$ cat config.mk
export PLATFORM = sky130hd
export DESIGN_NAME = indicator_lamp_scheduler
export DESIGN_NICKNAME = d
export VERILOG_FILES = /design/src/rtl/vehicle_pkg.sv /design/src/rtl/blink_timer.sv /design/src/rtl/indicator_lamp_scheduler.sv
export SDC_FILE = /design/constraint.sdc
export NUM_CORES = 1
export LEC_CHECK = 0
export ABC_CLOCK_PERIOD_IN_PS = 2450
export BUFFER_PORTS_ARGS = -buffer_cell sky130_fd_sc_hd__buf_4
export CAP_MARGIN = 20
export CORE_AREA = 2 2 39 41
export DETAILED_ROUTE_END_ITERATION = 10
export DIE_AREA = 0 0 41 43
export PLACE_DENSITY_LB_ADDON = 0.2
export SKIP_CTS_REPAIR_TIMING = 1
export SLEW_MARGIN = 20
export SYNTH_ARGS = -nofsm -noshare
export SYNTH_HDL_FRONTEND = slang
export SYNTH_SLANG_ARGS = --single-unit
$ cat constraint.sdc
create_clock -name clock -period 2.45 [get_ports clock]
set_input_delay 0.245 -clock clock [delete_from_list [all_inputs] [get_ports clock]]
set_output_delay 0.245 -clock clock [all_outputs]
set_load 0.02 [all_outputs]
$ cat src/rtl/vehicle_pkg.sv
// Shared vehicle-lamp types: turn-signal encodings, lamp-mode states and _mode output codes.
package vehicle_pkg;

    localparam logic [1:0] _NO_TURN_STATE    = 2'b00;
    localparam logic [1:0] _LEFT_TURN_STATE  = 2'b01;
    localparam logic [1:0] _RIGHT_TURN_STATE = 2'b11;

    localparam logic [1:0] _MODE_IDLE   = 2'b00;
    localparam logic [1:0] _MODE_LEFT   = 2'b01;
    localparam logic [1:0] _MODE_RIGHT  = 2'b11;
    localparam logic [1:0] _MODE_HAZARD = 2'b10;

    typedef enum logic [2:0] {
        IDLE,
        TURN_L,
        TURN_R,
        HAZARD,
        COMFORT_L,
        COMFORT_R
    } lamp_mode_e;

    function automatic logic [1:0] mode_code(input lamp_mode_e s);
        case (s)
            TURN_L, COMFORT_L: mode_code = _MODE_LEFT;
            TURN_R, COMFORT_R: mode_code = _MODE_RIGHT;
            HAZARD:            mode_code = _MODE_HAZARD;
            default:           mode_code = _MODE_IDLE;
        endcase
    endfunction

    function automatic logic drives_left(input lamp_mode_e s);
        drives_left = (s == TURN_L) || (s == COMFORT_L) || (s == HAZARD);
    endfunction

    function automatic logic drives_right(input lamp_mode_e s);
        drives_right = (s == TURN_R) || (s == COMFORT_R) || (s == HAZARD);
    endfunction

endpackage

$ cat src/rtl/blink_timer.sv
// Blink cadence generator: HALF_PERIOD cycles ON, HALF_PERIOD cycles OFF, restartable at ON.
// phase/on_edge present the values that take effect at the next clock edge.
module blink_timer #(
    parameter int unsigned HALF_PERIOD = 50
) (
    input  logic clock,
    input  logic _reset_n,
    input  logic restart,
    input  logic enable,
    output logic phase,
    output logic on_edge,
    output logic off_done
);

    localparam int unsigned CW = (HALF_PERIOD > 1) ? $clog2(HALF_PERIOD) : 1;
    localparam logic [CW-1:0] LAST = CW'(HALF_PERIOD - 1);

    logic [CW-1:0] cnt_q, cnt_d;
    logic          phase_q;

    always_comb begin
        cnt_d   = '0;
        phase   = 1'b0;
        on_edge = 1'b0;
        if (enable) begin
            if (restart) begin
                phase   = 1'b1;
                on_edge = 1'b1;
            end else if (cnt_q == LAST) begin
                phase   = ~phase_q;
                on_edge = ~phase_q;
            end else begin
                cnt_d = cnt_q + 1'b1;
                phase = phase_q;
            end
        end
    end

    // Last cycle of an OFF phase; depends only on state so callers can steer on it.
    assign off_done = ~phase_q && (cnt_q == LAST);

    always_ff @(posedge clock) begin
        if (!_reset_n) begin
            cnt_q   <= '0;
            phase_q <= 1'b0;
        end else begin
            cnt_q   <= cnt_d;
            phase_q <= phase;
        end
    end

endmodule

$ cat src/rtl/indicator_lamp_scheduler.sv
// Indicator lamp FSM and lamp mux over a shared blink_timer; hazard outranks turn requests.
// Optional comfort blink (minimum flashes per turn request) enabled by INDICATOR_COMFORT_BLINK_EN.
module indicator_lamp_scheduler
    import vehicle_pkg::*;
#(
    parameter int unsigned HALF_PERIOD     = 50,
    parameter int unsigned COMFORT_FLASHES = 3
) (
    input  logic       clock,
    input  logic       _reset_n,
    input  logic       _switch,
    input  logic [1:0] _turnState,
    input  logic       _hazardReq,
    output logic       _leftLamp,
    output logic       _rightLamp,
    output logic       _tick,
    output logic [1:0] _mode
);

    if (HALF_PERIOD < 2 || COMFORT_FLASHES < 1 || COMFORT_FLASHES > 15) begin : gen_bad_param
        $error("indicator_lamp_scheduler: parameter out of range");
    end

    lamp_mode_e state_q, state_d, req;
    logic       restart, enable, phase, on_edge, off_done;

    always_comb begin
        if (_hazardReq) begin
            req = HAZARD;
        end else if (_switch && _turnState == _LEFT_TURN_STATE) begin
            req = TURN_L;
        end else if (_switch && _turnState == _RIGHT_TURN_STATE) begin
            req = TURN_R;
        end else begin
            req = IDLE;
        end
    end

`ifdef INDICATOR_COMFORT_BLINK_EN
    localparam logic [3:0] FLASH_TARGET = 4'(COMFORT_FLASHES);

    logic [3:0] flash_q, flash_d;

    always_comb begin
        state_d = req;
        if (req == IDLE && _switch) begin
            case (state_q)
                TURN_L:    state_d = (flash_q < FLASH_TARGET) ? COMFORT_L : IDLE;
                TURN_R:    state_d = (flash_q < FLASH_TARGET) ? COMFORT_R : IDLE;
                COMFORT_L: state_d = (off_done && flash_q >= FLASH_TARGET) ? IDLE : COMFORT_L;
                COMFORT_R: state_d = (off_done && flash_q >= FLASH_TARGET) ? IDLE : COMFORT_R;
                default:   state_d = IDLE;
            endcase
        end
    end

    // Entry to TURN_x starts its first ON phase, so the count restarts at 1.
    always_comb begin
        flash_d = flash_q;
        if (!(state_d inside {TURN_L, TURN_R, COMFORT_L, COMFORT_R})) begin
            flash_d = '0;
        end else if (restart) begin
            flash_d = 4'd1;
        end else if (on_edge && flash_q != 4'hF) begin
            flash_d = flash_q + 4'd1;
        end
    end
`else
    logic unused_off_done;
    assign unused_off_done = off_done;

    always_comb begin
        state_d = req;
    end
`endif

    // Comfort states continue the running blink; every other active entry restarts it.
    assign restart = (state_d != state_q) && (state_d inside {TURN_L, TURN_R, HAZARD});
    assign enable  = (state_d != IDLE);

    blink_timer #(
        .HALF_PERIOD(HALF_PERIOD)
    ) u_blink_timer (
        .clock   (clock),
        ._reset_n(_reset_n),
        .restart (restart),
        .enable  (enable),
        .phase   (phase),
        .on_edge (on_edge),
        .off_done(off_done)
    );

    always_ff @(posedge clock) begin
        if (!_reset_n) begin
            state_q    <= IDLE;
            _leftLamp  <= 1'b0;
            _rightLamp <= 1'b0;
            _tick      <= 1'b0;
            _mode      <= _MODE_IDLE;
`ifdef INDICATOR_COMFORT_BLINK_EN
            flash_q    <= '0;
`endif
        end else begin
            state_q    <= state_d;
            _leftLamp  <= phase & drives_left(state_d);
            _rightLamp <= phase & drives_right(state_d);
            _tick      <= on_edge;
            _mode      <= mode_code(state_d);
`ifdef INDICATOR_COMFORT_BLINK_EN
            flash_q    <= flash_d;
`endif
        end
    end

endmodule

# Word-level counts from Yosys, hierarchy flattened
# Index checks and enable logic that the tools add are counted.
# totals
word_cells	44
inputBits	6
ff_bits	15
output_inout_bits	5
# classes
muxes	9
add_sub_neg	1
bitwise	5
n_eq_ne	9
n_reduce_logical	13
# ops
op	n
$add A6 B1 Y6 const B	1
$eq A3 B2 Y1 const B	2
$eq A3 B3 Y1 const B	2
$eq A6 B6 Y1 const B	1
$mux W2	3
$pmux W2 S3	1
$reduce_bool A3 Y1	2
$mux W1	5
$logic_or A1 B1 Y1	4
$reduce_or A2 Y1	2
$reduce_or A4 Y1	1
$eq A3 B1 Y1 const B	1
$logic_and A1 B1 Y1	3
$ne A3 B3 Y1	1
$not A1 Y1	3
$and A1 B1 Y1	2
$eq A2 B1 Y1 const B	1
$eq A2 B2 Y1 const B	1
$reduce_and A2 Y1	1

# Depth between registers and ports, before layout
# depth
ltp_word	11
depth_mapped	7
ltp_nobuf	7

# By module
# A second synthesis with hierarchy kept.
# hier_totals
hier_cells	66
hier_area_um2	644.4
# by_module_without_submodules
module	instances	seq_area_each_um2	area_each_um2	cells_per_inst
blink_timer	1	140.1	329.1	33
indicator_lamp_scheduler	1	140.1	315.3	33

# Worst setup path after synthesis
# OpenSTA, ideal clock, no wires.
# synth_path
path_type	flip-flop to flip-flop
from	reg state_q[0]
to	reg _leftLamp
setup_ps	134
path_buffers	0
path_stages_with_launch	5
t_arrival_ps	1156
path_slack_ps	1160
cell_sequence	dfxtp_1 -> or3b_1 -> a211oi_2 -> or2_2 -> a211oi_1
# synth_via
elab_chain_cells	5
# synth_rtl
item	line	rtl
start, declared	indicator_lamp_scheduler.sv:24	lamp_mode_e state_q, state_d, req;
start signal, assigned	indicator_lamp_scheduler.sv:104	state_q <= state_d;
$ne A3 B3 Y1	indicator_lamp_scheduler.sv:78	assign restart = (state_d != state_q) && (state_d inside {TURN_L, TURN_R, HAZARD});
$logic_and A1 B1 Y1	indicator_lamp_scheduler.sv:78	
$mux W1	blink_timer.sv:26	if (restart) begin
$mux W1	blink_timer.sv:25	if (enable) begin
$and A1 B1 Y1	indicator_lamp_scheduler.sv:105	_leftLamp <= phase & drives_left(state_d);
end signal, assigned	indicator_lamp_scheduler.sv:105	
end, declared	indicator_lamp_scheduler.sv:14	output logic _leftLamp,
# Every way passes these cells.
# A chain may end at the register's enable or synchronous reset.

# Worst setup path after layout
# layout_path
from	reg state_q[0]
to	reg u_blink_timer.cnt_q[3]
# layout_via
elab_chain_cells	3
# layout_rtl
item	line	rtl
$ne A3 B3 Y1	indicator_lamp_scheduler.sv:78	
$logic_and A1 B1 Y1	indicator_lamp_scheduler.sv:78	
$reduce_or A4 Y1 (no source line)	n/a	
end signal, assigned	blink_timer.sv:47	cnt_q <= cnt_d;
end, declared	blink_timer.sv:18	logic [CW-1:0] cnt_q, cnt_d;
# Every way passes these cells.

==> flow_summary_export.csv <==
group,metric,value,unit
drt,drc,0,
place,post-place-ws,956,ps
sta,skew,3.02,ps
global_routing,grt_pass1_vias,417,
yosys,syn-mean-instance-area,10.1,um^2
global_routing,grt_pass1_wl,1650,um
finish,n_fill_cell,134,
yosys,syn_area,577,um^2
sta,fmax,695,MHz
yosys,synth_common_cells,"dfxtp_1 (14), nor3_1 (6), ha_1 (4)",
finish,fin_area,691,um^2
yosys,synth_edf_count,0,
finish,layout-drive-gt1-share,0.246,
clocking,cts_buffer_depth,2,
sta,final_hold_viol_count,0,
sta,setup_viol,0,
yosys,yosysSeqAreaShare,0.486,
yosys,yosysWarnings,0,
floorplan,dieArea,0.00176,mm^2
worst_setup_path,cp.buffers_inverters,0,
pwr,ir_drop,0.000369,V
yosys,yosys.area.top_type,"dfxtp_1",
yosys,yosysUniqueCellTypes,25,
place,place_area,668,um^2
clocking,worstSkewPairLatency,270,ps
clocking,clk_pin_slew,80,ps
yosys,async_reset_ff_frac,0,
sta,tns,0,ps
finish,nNetsFinal,81,
drt,routed_wl,924,um
drt,num_vias,426,
floorplan,core_area,0.00138,mm^2
floorplan,num_rows,14,
drt,drtAntennaViolNets,0,
worst_setup_path,crit_type,"flip-flop to flip-flop",
sta,worst_slack,1010,ps
floorplan,die_x,41,um
clocking,cts_tree,"yes",
floorplan,start_util,0.417,
yosys,yosysTopAreaCellShare,0.486,
worst_setup_path,path_delay_family,"simple AND/OR/NAND/NOR gates",
place,gp_congestion,0.746,
worst_setup_path,crit_path_end_kind,"flip-flop",
drt,via_per_inst,5.01,
sta,slew_headroom,0.738,
global_routing,grt_start_max_net_pins,11,
min_path,hold_class,"input pin to flip-flop",
drt,drt_iter0_markers,1,
global_routing,overflow,0,
yosys,ys_top_cells_by_area,"dfxtp_1 (49%), ha_1 (8.7%), nor3_1 (5.2%)",
clocking,cts_buffers,3,
drt,wl_per_cell,10.9,um
pwr,p_leak,0.281,nW
yosys,yosysMostFrequentCell,"dfxtp_1",
finish,area_growth,19.7,%
worst_setup_path,critPathArrivalTime,1640,ps
flow_run,cap_violations,0,
drt,dr.pass1.iters,2,
floorplan,io_pins,11,
sta,maxSlewViolCount,0,
sta,min_period_over_period,0.587,
global_routing,antenna_found_initial,0,
place,portBuffers,10,
worst_setup_path,worstPathMaxFanout,6,
clocking,cts.htree.levels,1,
yosys,syn_inst,57,
worst_setup_path,worstPathCellList,"or3b_1 -> a211oi_2 -> o21bai_2 -> nor3_1",
yosys,synth_seq_cells,14,
clocking,clock_sinks,14,
yosys,synth_ff_type,"dfxtp_1",
sta,period_needed,1440,ps
sta,rsz0062_at_grt,"false",
pwr,power_density,616,mW/mm^2
worst_setup_path,cp.required,2650,ps
worst_setup_path,slowest_delay,370,ps
place,hpwl,706,um
yosys,synth_nets,67,
finish,n_antenna_cell,0,
run_status,status,"finished clean",
floorplan,die_h,43,um
worst_setup_path,crit_path_start_kind,"flip-flop",
sta,tightest_slew,391,ps
worst_setup_path,cpMaxStageDelayCell,"dfxtp_1",
global_routing,grt_usage,0.150,
clocking,root_buffer,"clkbuf_4",
finish,post-route-util,0.499,
==> final timing paths <==
path         slack, ps  depth (start not counted)                      to              startpoint
min                210                          2                _mode[0]                _reset_n
max               1010                          4  u_blink_timer.cnt_q[3]              state_q[0]
min reg2reg        490                          1  u_blink_timer.cnt_q[0]  u_blink_timer.cnt_q[0]
max reg2reg       1010                          4  u_blink_timer.cnt_q[3]              state_q[0]
==> sequential cells by signal, summed over array words and instances (netlist names) <==
name,flops
_leftLamp,1
_rightLamp,1
u_blink_timer.phase_q,1
state_q,2
u_blink_timer.cnt_q,6
_tick,1
_mode,2
==> logic make-up (layout without fill, tap and decap cells) <==
family / count (synthesis) / after routing / share of synthesized area
and+or+nand+nor: 22 / 22 / 0.215
xor gates and xnor gates: 4 / 4 / 0.0607
DFF: 14 / 14 / 0.486
buffers and inverters: 4 / 16 / 0.0260
AOI/OAI and AO/OA: 9 / 9 / 0.126
adders and majority gates: 4 / 4 / 0.0868
==> routing by layer <==
metal / share of wire / vias to the layer above / track usage
li1: - / 226 / -
met4: 0.037 / 0 / 0.120
met1: 0.45 / 188 / 0.175
met5: 0 / - / 0
met2: 0.47 / 8 / 0.203
met3: 0.038 / 4 / 0.0628
==> power by group <==
group / total [mW] / internal (mW) / switching, mW
Sequential: 0.244 / 0.239 / 0.00485
Combinational: 0.0573 / 0.0256 / 0.0317
Clock: 0.125 / 0.0570 / 0.0677
==> metrics by stage <==
stage               cells  total power [mW]  hold slack (ps)
floorplan              57             0.282              367
global placement       82             0.306              483
detailed placement     82             0.307              485
CTS                    85             0.435              196
global route           85             0.458              198
finish                 85             0.426              209
==> cell usage in the layout (no fill, tap or decap) <==
cell type / instances
xnor2_1: 2
a2111oi_0: 1
nand3_1: 2
nor2b_1: 3
a211oi_2: 1
buf_4: 10
xor2_1: 2
nand4b_1: 1
nor2_1: 3
and2_1: 1
a211oi_1: 2
inv_1: 3
or2_2: 1
ha_1: 4
nor3_1: 6
clkbuf_4: 3
or3b_1: 1
a21oi_1: 2
nand3b_1: 1
dfxtp_1: 14
a31oi_1: 1
nand2b_1: 1
o21bai_2: 1
a31o_2: 1
nand2_1: 1
and3_1: 1
==> final cells by class <==
cell class                 instances  area (um^2)  share of cell area
clock buffer                       3         22.5              0.0326
timing repair buffer              10         75.1               0.109
tap                               16         20.0              0.0290
multi-input combinational         39          282               0.408
sequential                        14          280               0.406
inverter                           3         11.3              0.0163
Note: power is estimated with default switching activity, not from simulation.
